File: src/rtl/env_edge_streamer_if.sv
// env_edge_streamer_if
//   Bundles the polygon-table read port and the edge stream between
//   env_edge_streamer (master) and its memory / consumer (slave).
//   Table read port : mem_addr_out, mem_data_in ({x,y}, x in upper half)
//   Edge stream     : edge_valid_out, edge_ready_in, x0/y0/x1/y1_out,
//                     poly_idx_out, last_edge_out
interface env_edge_streamer_if #(
    parameter int WORLD_BITS       = 32,
    parameter int MAX_NUM_POLYGONS = 16,
    parameter int ADDR_BITS        = 10
);
    logic [ADDR_BITS-1:0]                mem_addr_out;
    logic [2*WORLD_BITS-1:0]             mem_data_in;
    logic                                edge_valid_out;
    logic                                edge_ready_in;
    logic signed [WORLD_BITS-1:0]        x0_out;
    logic signed [WORLD_BITS-1:0]        y0_out;
    logic signed [WORLD_BITS-1:0]        x1_out;
    logic signed [WORLD_BITS-1:0]        y1_out;
    logic [$clog2(MAX_NUM_POLYGONS)-1:0] poly_idx_out;
    logic                                last_edge_out;

    modport master (
        output mem_addr_out,
        input  mem_data_in,
        output edge_valid_out,
        input  edge_ready_in,
        output x0_out, y0_out, x1_out, y1_out,
        output poly_idx_out,
        output last_edge_out
    );

    modport slave (
        input  mem_addr_out,
        output mem_data_in,
        input  edge_valid_out,
        output edge_ready_in,
        input  x0_out, y0_out, x1_out, y1_out,
        input  poly_idx_out,
        input  last_edge_out
    );
endinterface

File: src/rtl/env_edge_streamer.sv
// env_edge_streamer
//   Walks the environment polygon table in a 1-cycle-latency BRAM and
//   streams every polygon edge (v[i] -> v[i+1], last wrapping to v[0]).
//   Record p lives at p*(MAX_NUM_VERTICES+1): header (vertex count in the
//   low bits) followed by the vertices.
// Ports:
//   clk_in, rst_in     clock, asynchronous active-high reset
//   start_in           pulse, starts a pass (ignored while busy)
//   num_polygons_in    polygon count, latched on accepted start
//   bus (master)       table read port + edge stream, see env_edge_streamer_if
//   busy_out           pass in progress
//   done_out           one-cycle pulse at end of pass
//   edge_count_out     edges handed off in the current/last pass
//                      (only with ENV_EDGE_STREAMER_STATS_EN defined)
//
// state    | meaning
// IDLE     | waiting for start
// HDR_RD   | header address on the bus
// HDR_WAIT | header data back, vertex 0 address on the bus
// V0_WAIT  | vertex 0 data back, vertex 1 address on the bus
// VN_WAIT  | vertex i data back, shifted into the edge registers
// EMIT     | edge v[i-1] -> v[i] offered, next vertex address on the bus
// CLOSE    | closing edge v[n-1] -> v[0] offered
// DONE     | end-of-pass pulse
module env_edge_streamer #(
    parameter int WORLD_BITS       = 32,
    parameter int MAX_NUM_VERTICES = 8,
    parameter int MAX_NUM_POLYGONS = 16,
    parameter int ADDR_BITS        = 10
) (
    input  logic                                  clk_in,
    input  logic                                  rst_in,
    input  logic                                  start_in,
    input  logic [$clog2(MAX_NUM_POLYGONS+1)-1:0] num_polygons_in,
    env_edge_streamer_if.master                   bus,
    output logic                                  busy_out,
`ifdef ENV_EDGE_STREAMER_STATS_EN
    output logic                                  done_out,
    output logic [$clog2(MAX_NUM_POLYGONS*MAX_NUM_VERTICES+1)-1:0] edge_count_out
`else
    output logic                                  done_out
`endif
);
    localparam int NV_W      = $clog2(MAX_NUM_VERTICES+1);
    localparam int PC_W      = $clog2(MAX_NUM_POLYGONS+1);
    localparam int PI_W      = $clog2(MAX_NUM_POLYGONS);
    localparam int REC_WORDS = MAX_NUM_VERTICES + 1;
    localparam logic [NV_W-1:0] NV_MAX = NV_W'(MAX_NUM_VERTICES);

    typedef enum logic [2:0] {
        IDLE, HDR_RD, HDR_WAIT, V0_WAIT, VN_WAIT, EMIT, CLOSE, DONE
    } state_t;

    state_t state, state_nxt;

    logic [PC_W-1:0]              num_poly, poly;
    logic [ADDR_BITS-1:0]         base, mem_addr;
    logic [NV_W-1:0]              n_vert, v_idx, hdr_n, hdr_n_clamped;
    logic signed [WORLD_BITS-1:0] first_x, first_y, x0, y0, x1, y1, rd_x, rd_y;
    logic                         start_accept, skip_poly, last_poly, last_vertex;
    logic                         offering, handshake;

    assign rd_x          = bus.mem_data_in[2*WORLD_BITS-1:WORLD_BITS];
    assign rd_y          = bus.mem_data_in[WORLD_BITS-1:0];
    assign hdr_n         = bus.mem_data_in[NV_W-1:0];
    assign hdr_n_clamped = (hdr_n > NV_MAX) ? NV_MAX : hdr_n;
    assign skip_poly     = hdr_n_clamped < NV_W'(2);
    assign last_poly     = (poly + PC_W'(1)) == num_poly;
    assign last_vertex   = (v_idx + NV_W'(1)) == n_vert;
    // DONE is not busy, so a start landing on the done pulse is taken too.
    assign start_accept  = start_in && ((state == IDLE) || (state == DONE));
    assign offering      = (state == EMIT) || (state == CLOSE);
    assign handshake     = offering && bus.edge_ready_in;

    assign busy_out           = (state != IDLE) && (state != DONE);
    assign done_out           = (state == DONE);
    assign bus.edge_valid_out = offering;
    assign bus.last_edge_out  = (state == CLOSE);
    assign bus.mem_addr_out   = mem_addr;
    assign bus.x0_out         = x0;
    assign bus.y0_out         = y0;
    assign bus.x1_out         = x1;
    assign bus.y1_out         = y1;
    assign bus.poly_idx_out   = poly[PI_W-1:0];

    always_ff @(posedge clk_in or posedge rst_in) begin
        if (rst_in) state <= IDLE;
        else        state <= state_nxt;
    end

    // Addresses run one state ahead of the data they return, so the next
    // vertex read is already on the bus while an edge is being offered.
    always_comb begin
        state_nxt = state;
        mem_addr  = '0;
        unique case (state)
            IDLE, DONE: begin
                if (start_accept)
                    state_nxt = (num_polygons_in == '0) ? DONE : HDR_RD;
                else
                    state_nxt = IDLE;
            end
            HDR_RD: begin
                mem_addr  = base;
                state_nxt = HDR_WAIT;
            end
            HDR_WAIT: begin
                mem_addr = base + ADDR_BITS'(1);
                if (skip_poly) state_nxt = last_poly ? DONE : HDR_RD;
                else           state_nxt = V0_WAIT;
            end
            V0_WAIT: begin
                mem_addr  = base + ADDR_BITS'(2);
                state_nxt = VN_WAIT;
            end
            VN_WAIT: begin
                mem_addr  = base;
                state_nxt = EMIT;
            end
            EMIT: begin
                mem_addr = base + ADDR_BITS'(v_idx) + ADDR_BITS'(2);
                if (bus.edge_ready_in) state_nxt = last_vertex ? CLOSE : VN_WAIT;
            end
            CLOSE: begin
                mem_addr = base;
                if (bus.edge_ready_in) state_nxt = last_poly ? DONE : HDR_RD;
            end
            default: state_nxt = IDLE;
        endcase
    end

    // x1/y1 doubles as the "current" vertex and x0/y0 as "previous".
    always_ff @(posedge clk_in or posedge rst_in) begin
        if (rst_in) begin
            num_poly <= '0;
            poly     <= '0;
            base     <= '0;
            n_vert   <= '0;
            v_idx    <= '0;
            first_x  <= '0;
            first_y  <= '0;
            x0       <= '0;
            y0       <= '0;
            x1       <= '0;
            y1       <= '0;
        end else begin
            unique case (state)
                IDLE, DONE: begin
                    if (start_accept) begin
                        num_poly <= num_polygons_in;
                        poly     <= '0;
                        base     <= '0;
                    end
                end
                HDR_WAIT: begin
                    n_vert <= hdr_n_clamped;
                    if (skip_poly && !last_poly) begin
                        poly <= poly + PC_W'(1);
                        base <= base + ADDR_BITS'(REC_WORDS);
                    end
                end
                V0_WAIT: begin
                    first_x <= rd_x;
                    first_y <= rd_y;
                    x1      <= rd_x;
                    y1      <= rd_y;
                    v_idx   <= '0;
                end
                VN_WAIT: begin
                    x0    <= x1;
                    y0    <= y1;
                    x1    <= rd_x;
                    y1    <= rd_y;
                    v_idx <= v_idx + NV_W'(1);
                end
                EMIT: begin
                    if (bus.edge_ready_in && last_vertex) begin
                        x0 <= x1;
                        y0 <= y1;
                        x1 <= first_x;
                        y1 <= first_y;
                    end
                end
                CLOSE: begin
                    if (bus.edge_ready_in && !last_poly) begin
                        poly <= poly + PC_W'(1);
                        base <= base + ADDR_BITS'(REC_WORDS);
                    end
                end
                default: ;
            endcase
        end
    end

`ifdef ENV_EDGE_STREAMER_STATS_EN
    always_ff @(posedge clk_in or posedge rst_in) begin
        if (rst_in)            edge_count_out <= '0;
        else if (start_accept) edge_count_out <= '0;
        else if (handshake)    edge_count_out <= edge_count_out + 1'b1;
    end
`endif
endmodule
File: src/flat_wrapper.sv
// flat-port wrapper written by rule: the top's interface ports become plain ports
module env_edge_streamer_flat 
#(
    parameter int WORLD_BITS       = 32,
    parameter int MAX_NUM_VERTICES = 8,
    parameter int MAX_NUM_POLYGONS = 16,
    parameter int ADDR_BITS        = 10
)
  (clk_in, rst_in, start_in, num_polygons_in, busy_out, done_out, bus_mem_addr_out, bus_mem_data_in, bus_edge_valid_out, bus_edge_ready_in, bus_x0_out, bus_y0_out, bus_x1_out, bus_y1_out, bus_poly_idx_out, bus_last_edge_out);
  env_edge_streamer_if #(.WORLD_BITS(WORLD_BITS), .MAX_NUM_POLYGONS(MAX_NUM_POLYGONS), .ADDR_BITS(ADDR_BITS)) bus_i ();
  input  logic clk_in;
  input  logic rst_in;
  input  logic start_in;
  input  logic [$clog2(MAX_NUM_POLYGONS+1)-1:0] num_polygons_in;
  output logic busy_out;
  output logic done_out;
  output wire logic [$bits(bus_i.mem_addr_out)-1:0] bus_mem_addr_out;
  input wire logic [$bits(bus_i.mem_data_in)-1:0] bus_mem_data_in;
  output wire logic [$bits(bus_i.edge_valid_out)-1:0] bus_edge_valid_out;
  input wire logic [$bits(bus_i.edge_ready_in)-1:0] bus_edge_ready_in;
  output wire logic [$bits(bus_i.x0_out)-1:0] bus_x0_out;
  output wire logic [$bits(bus_i.y0_out)-1:0] bus_y0_out;
  output wire logic [$bits(bus_i.x1_out)-1:0] bus_x1_out;
  output wire logic [$bits(bus_i.y1_out)-1:0] bus_y1_out;
  output wire logic [$bits(bus_i.poly_idx_out)-1:0] bus_poly_idx_out;
  output wire logic [$bits(bus_i.last_edge_out)-1:0] bus_last_edge_out;
  assign bus_mem_addr_out = bus_i.mem_addr_out;
  assign bus_i.mem_data_in = bus_mem_data_in;
  assign bus_edge_valid_out = bus_i.edge_valid_out;
  assign bus_i.edge_ready_in = bus_edge_ready_in;
  assign bus_x0_out = bus_i.x0_out;
  assign bus_y0_out = bus_i.y0_out;
  assign bus_x1_out = bus_i.x1_out;
  assign bus_y1_out = bus_i.y1_out;
  assign bus_poly_idx_out = bus_i.poly_idx_out;
  assign bus_last_edge_out = bus_i.last_edge_out;
  env_edge_streamer #(.WORLD_BITS(WORLD_BITS), .MAX_NUM_VERTICES(MAX_NUM_VERTICES), .MAX_NUM_POLYGONS(MAX_NUM_POLYGONS), .ADDR_BITS(ADDR_BITS)) u_core (.clk_in(clk_in), .rst_in(rst_in), .start_in(start_in), .num_polygons_in(num_polygons_in), .bus(bus_i), .busy_out(busy_out), .done_out(done_out));
endmodule
File: config.mk
export PLATFORM = sky130hd
export DESIGN_NAME = env_edge_streamer_flat
export DESIGN_NICKNAME = d
export VERILOG_FILES = /design/src/rtl/env_edge_streamer_if.sv /design/src/rtl/env_edge_streamer.sv /design/src/flat_wrapper.sv
export SDC_FILE = /design/constraint.sdc
export NUM_CORES = 1
export LEC_CHECK = 0
export ABC_AREA = 1
export BUFFER_PORTS_ARGS = -buffer_cell sky130_fd_sc_hd__buf_2
export CAP_MARGIN = 20
export CORE_MARGIN = 2
export CORE_UTILIZATION = 35
export DETAILED_ROUTE_END_ITERATION = 8
export PLACE_DENSITY = 0.64
export REMOVE_ABC_BUFFERS = 1
export SLEW_MARGIN = 5
export SYNTH_ARGS = -nofsm -noshare
export SYNTH_HDL_FRONTEND = slang
export SYNTH_SLANG_ARGS = --single-unit
File: constraint.sdc
create_clock -name clk_in -period 7.14 [get_ports clk_in]
set_input_delay 1.428 -clock clk_in [delete_from_list [all_inputs] [get_ports clk_in]]
set_output_delay 1.428 -clock clk_in [all_outputs]
set_load 0.005 [all_outputs]
# Word level (Yosys, flattened, before mapping)

Cells that the tools add are included.

Register bits after elaboration: 223
Output and inout bits: 146
Logic and storage cells: 87

Add/subtract/negate cells: 7
$lt $le $gt $ge: 2
Eq/ne operators: 16
Multiplexer cells: 27
Reduce and logical (&&, ||, !) cells: 23

Operator list:

| cell                                                                  | number |
|---|---|
| 32-bit one-hot mux with 2 select lines                                | 4 |
| 32-bit two-way mux                                                    | 4 |
| 10-bit one-hot mux with 4 select lines                                | 1 |
| 10-bit two-way mux                                                    | 3 |
| 10-bit one-hot mux with 3 select lines                                | 1 |
| 3-bit one-hot mux with 7 select lines                                 | 1 |
| 10-bit by 2-bit adder with 10-bit output, second input constant       | 2 |
| 3-bit two-way mux                                                     | 6 |
| 5-bit two-way mux                                                     | 3 |
| 5-bit one-hot mux with 3 select lines                                 | 1 |
| 3-bit equality test, second input constant                            | 4 |
| 10-bit by 1-bit adder with 10-bit output, second input constant       | 1 |
| 10-bit by 4-bit adder with 10-bit output                              | 1 |
| 10-bit by 4-bit adder with 10-bit output, second input constant       | 1 |
| 4-bit one-hot mux with 2 select lines                                 | 1 |
| 2-bit AND reduction                                                   | 4 |
| 3-bit by 2-bit equality test with 1-bit output, second input constant | 2 |
| 2-bit by 1-bit != test with 1-bit output, second input constant       | 3 |
| 2-bit != test, second input constant                                  | 3 |
| 2-bit nonzero test                                                    | 3 |
| 3-bit nonzero test                                                    | 2 |
| 5-bit by 1-bit adder with 5-bit output, second input constant         | 1 |
| 5-bit equality test                                                   | 1 |
| 1-bit logical AND                                                     | 5 |
| 15 further kinds                                                      | 17 |

# Logic depth before layout (Yosys ltp)

Word-level depth: 6
Depth in mapped cells: 15
Depth with buffers taken out: 14

# Worst setup path before layout

Ideal clock, no wire load.

Path type: reg2out
From: register u_core.base[1]
To: output bus_mem_addr_out[9]
Arrival: 1.911 ns
Data required time: 5.712 ns
Slack: 3.801 ns
Stages on the path, launching flop included: 11
Buffers on the path: 0
Cell sequence: dfrtp_1 > inv_1 > ha_1 > inv_1 > ha_1 > fa_1 > nand3_1 > a31oi_1 > a21oi_1 > nor3_1 > nor3_1

Cells in the longest elaborated chain, start to end: 3

Ends and longest elaborated chain:

| element                                  | line                     | source |
|---|---|---|
| from (decl)                              | env_edge_streamer.sv:57  | `logic [ADDR_BITS-1:0] base, mem_addr;` |
| from (signal assigned)                   | env_edge_streamer.sv:159 | `base <= base + ADDR_BITS'(REC_WORDS);` |
| from (signal assigned)                   | env_edge_streamer.sv:187 | `base <= base + ADDR_BITS'(REC_WORDS);` |
| 10-bit by 4-bit adder with 10-bit output | env_edge_streamer.sv:121 | `mem_addr = base + ADDR_BITS'(v_idx) + ADDR_BITS'(2);` |
| 10-bit by 2-bit adder with 10-bit output | env_edge_streamer.sv:121 |  |
| 10-bit one-hot mux with 4 select lines * | env_edge_streamer.sv:96  | `unique case (state)` |
| to (decl)                                | flat_wrapper.sv:17       | `output wire logic [$bits(bus_i.mem_addr_out)-1:0] bus_mem_addr_out;` |

Mark *: on every way between the ends. The rest lies on a longest branch, timed or not.

# Worst setup path in the final report

From: register u_core.state[1]
To: output bus_mem_addr_out[3]

Cells in the longest elaborated chain, start to end: 3

Ends and longest elaborated chain:

| element                                                                                      | line                    | source |
|---|---|---|
| from (decl)                                                                                  | env_edge_streamer.sv:54 | `state_t state, state_nxt;` |
| from (signal assigned)                                                                       | env_edge_streamer.sv:88 | `else state <= state_nxt;` |
| 3-bit equality test / 3-bit by 1-bit equality test with 1-bit output (equally long branches) | env_edge_streamer.sv:96 |  |
| 3-bit OR reduction (no line)                                                                 | -                       |  |
| 10-bit one-hot mux with 4 select lines *                                                     | env_edge_streamer.sv:96 |  |

Marked as above.

==> impl_metrics.ini <==
[run_status]
run_status = complete, no violations

[detailed_routing]
total_wire_length_um = 26320
post-route-drc-count = 0
antenna_left = 0
drtIter0Drc = 533
drt-vias-per-instance = 4.760
drt-pass1-iter-count = 5
route.vias.total = 8673
avgRoutedWirePerCell_um = 14.45

[yosys]
xor_xnor_fraction_of_synth_area = 0.005987
synth-compound-area-share = 0.1414
synth.top_cell.area_share = 0.5449
synth_seq_cells = 223
post_synth_inst_count = 1230
asyncSetResetFlopFracSynth = 1.000
synthesis.area_um2 = 10240
yosys-top-cells-area = sky130_fd_sc_hd__dfrtp_1, sky130_fd_sc_hd__nand2_1, sky130_fd_sc_hd__o21ai_0
top_flip_flop_cell_by_instance_count_after_synthesis = sky130_fd_sc_hd__dfrtp_1
proportion_of_synthesized_area_in_mux_cells = 0.002199
synth-edff-count = 0
synth_simple_gate_area_frac = 0.2043
synth_fa_ha_area_frac = 0.01662
synth-seq-area-share = 0.5449
post_synth.cell_area_avg_um2 = 8.326
yosysWarningCount = 0
netlist.top_cell.by_area = sky130_fd_sc_hd__dfrtp_1
synth_top_family_by_area = simple AND/OR/NAND/NOR gates
yosys-top-cells-count = sky130_fd_sc_hd__nand2_1, sky130_fd_sc_hd__dfrtp_1, sky130_fd_sc_hd__inv_1
synth_most_common_cell = sky130_fd_sc_hd__nand2_1
ys_types = 36

[placed_design]
placement.io_buffers = 218
placed_area_um2 = 11540
place_hpwl_um = 17520
final_weighted_congestion_of_routability_driven_global_placement = 0.8720
pre_cts_ws_ns = 3.086

[worst_setup_path]
slowest_delay_ns = 0.67
worst_path_buffer_plus_inverter_count = 3
critical_path.most_common_cell = sky130_fd_sc_hd__o21ai_0
worst-setup-path-type = reg2out
critical_path.slowest_cell = sky130_fd_sc_hd__nor2_4
critical_path_peak_fanout = 37
timing.critical_path.required_ns = 5.71
critical_path.cell_chain = inv_1 > nand2_1 > nor2_4 > inv_2 > a21oi_1 > o21ai_0 > o21ai_0 > a21oi_1 > o21ai_0 > buf_2
cp-end-kind = output pin
worst_path_dominant_cell_family = simple AND/OR/NAND/NOR gates
startpoint_type = flip-flop
timing.critical_path.arrival_ns = 3.11

[global_route]
global_route_wire_length_before_repair_um = 43080
globalRoute.totalOverflow = 0
global_route.usage.total = 0.1716
first_global_vias = 8308
pin_count_of_the_biggest_net_entering_global_routing = 117
antenna_found_initial = 4

[final_layout]
layout_nets = 1502
final_layout_size_suffix_gt1_frac = 0.1993
syn_to_final_growth_pct = 21.77
final_util = 0.4333
finalInstanceArea_um2 = 12470

[power_and_ir_drop]
p_leak_nw = 6.128
cellPowerDensity_nw_per_um2 = 464.3
worst_ir_drop_vdd_uv = 219.0

[clocking]
clock_sink_count = 223
post_cts_hold_buffer_count = 0
cts.reportedPaths.clkPinSlew_ns = 0.06
cts.repair_timing.setup_buffer_count = 0
clock-root-buffer = sky130_fd_sc_hd__clkbuf_16
cts.repair.resized = 0
numCtsBuffers = 26
cts_tree = built
clkLatencyLatePin_ns = 0.53
cts-root-to-sink-buffers = 3
htreeDepth = 1

[sta]
fin_tns_setup_ns = 0
timing_max_transition_violations_final = 0
period_minus_slack_ns = 4.536
final.period_utilization = 0.6353
finalHoldViolCount = 0
worst_slew_margin_rel = 0.2855
max_freq_mhz = 220.5
finalSetupViolations = 0
timing.clock.skew_ns = 0.02391
final.setup.worst_slack_ns = 2.604
worst_hold_slack_ns = 0.4707
tightestPinTransition_ns = 1.069
unrepaired_setup_endpoints_after_global_routing = false

[floorplan]
floorplan.rows = 62
die_width_um = 175.1
chipHeight_um = 175.1
fp.dieArea_um2 = 30640
initial_core_util = 0.3558
design.portCount = 219
core_region_area_um2 = 28780

[job]
max_cap_viol_count = 0

[hold_path]
timing.hold.worst.class = reg2reg
layer usage:
layer / share of wire / vias to the layer above / track usage
li1: - / 4352 / -
met1: 0.47 / 4054 / 0.2330
met2: 0.45 / 217 / 0.2806
met3: 0.060 / 48 / 0.03394
met4: 0.021 / 2 / 0.04618
met5: 0.00049 / - / 0
logic make-up (layout without fill, tap and decap cells):
family / count (synthesis) / count (layout)
simple gates: 524 / 524
flops: 223 / 223
other cells: 0 / 3
buf+inv: 207 / 412
compound gates: 254 / 254
mux: 2 / 2
xor+xnor: 7 / 7
fa+ha+maj: 13 / 13
flip-flops by register name (all words and copies together) (netlist names):
| register | flops |
|---|---|
| u_core.base | 10 |
| u_core.bus.x0_out | 32 |
| u_core.bus.x1_out | 32 |
| u_core.bus.y0_out | 32 |
| u_core.bus.y1_out | 32 |
| u_core.first_x | 32 |
| u_core.first_y | 32 |
| u_core.n_vert | 4 |
| u_core.num_poly | 5 |
| u_core.poly | 5 |
| u_core.state | 3 |
| u_core.v_idx | 4 |
stage by stage:
| step | std cells | power (mW) |
|---|---|---|
| CTS | 1817 | 5.864 |
| floorplan | 1163 | 3.634 |
| finish | 1822 | 5.790 |
| detailed placement | 1770 | 4.507 |
| global placement | 1770 | 4.432 |
| global route | 1821 | 6.324 |
layout by cell type, fill, tap and decap left out, types with 7 or more instances in the layout:
master                      instances
sky130_fd_sc_hd__a21oi_1           62
sky130_fd_sc_hd__a31oi_1           22
sky130_fd_sc_hd__buf_2            218
sky130_fd_sc_hd__clkbuf_16         26
sky130_fd_sc_hd__clkbuf_8           8
sky130_fd_sc_hd__dfrtp_1          223
sky130_fd_sc_hd__ha_1              12
sky130_fd_sc_hd__inv_1            135
sky130_fd_sc_hd__nand2_1          344
sky130_fd_sc_hd__nand3_1           48
sky130_fd_sc_hd__nand4_1           11
sky130_fd_sc_hd__nor2_1           103
sky130_fd_sc_hd__nor3_1             9
sky130_fd_sc_hd__o211ai_1          46
sky130_fd_sc_hd__o21ai_0          105
sky130_fd_sc_hd__o21ai_1            7
worst register-to-register path: stages (launching register included):
cell and delay (ns):
sky130_fd_sc_hd__dfrtp_1 0.38, sky130_fd_sc_hd__inv_1 0.15, sky130_fd_sc_hd__nand2_1 0.14, sky130_fd_sc_hd__nor2_4 0.67
sky130_fd_sc_hd__nand3_1 0.15, sky130_fd_sc_hd__nor2_1 0.19, sky130_fd_sc_hd__nand3_2 0.50, sky130_fd_sc_hd__nand2_4 0.43
sky130_fd_sc_hd__buf_4 0.81, sky130_fd_sc_hd__o211ai_1 0.31, sky130_fd_sc_hd__o21ai_0 0.15
power by group:
| part | switching, mW | internal [mW] | leakage [nW] |
|---|---|---|---|
| logic | 1.42 | 0.846 | 3.04 |
| clock network | 0.536 | 0.788 | 0.425 |
| registers | 0.315 | 1.88 | 2.67 |
path summary, 6_finish.rpt:
| kind | start | depth (start not counted) | endpoint | slack (ns) |
|---|---|---|---|---|
| worst max-delay path | u_core.state[1]$_DFFE_PP0P_ | 10 | bus_mem_addr_out[3] | 2.60 |
| worst min-delay path | u_core.first_y[20]$_DFFE_PP0P_ | 2 | u_core.first_y[20]$_DFFE_PP0P_ | 0.47 |
| worst max register to register | u_core.state[1]$_DFFE_PP0P_ | 10 | u_core.bus.x1_out[20]$_DFFE_PP0P_ | 3.18 |
| worst min register to register | u_core.first_y[20]$_DFFE_PP0P_ | 2 | u_core.first_y[20]$_DFFE_PP0P_ | 0.47 |
| max in group asynchronous | rst_in | 3 | u_core.first_y[18]$_DFFE_PP0P_ | 4.72 |
| min in group asynchronous | rst_in | 2 | u_core.bus.x0_out[3]$_DFFE_PP0P_ | 1.05 |
layout make-up:
cell class	count	area [um^2]
fill	2880	16310
sequential	223	5580
multi-input combinational	800	3819
timing repair buffer	225	1176
clock buffer	35	764.5
inverter	140	533.0
tap	384	480.5
clock inverter	12	110.1
antenna	3	7.507
No activity file was read; power rests on OpenSTA's default activity.
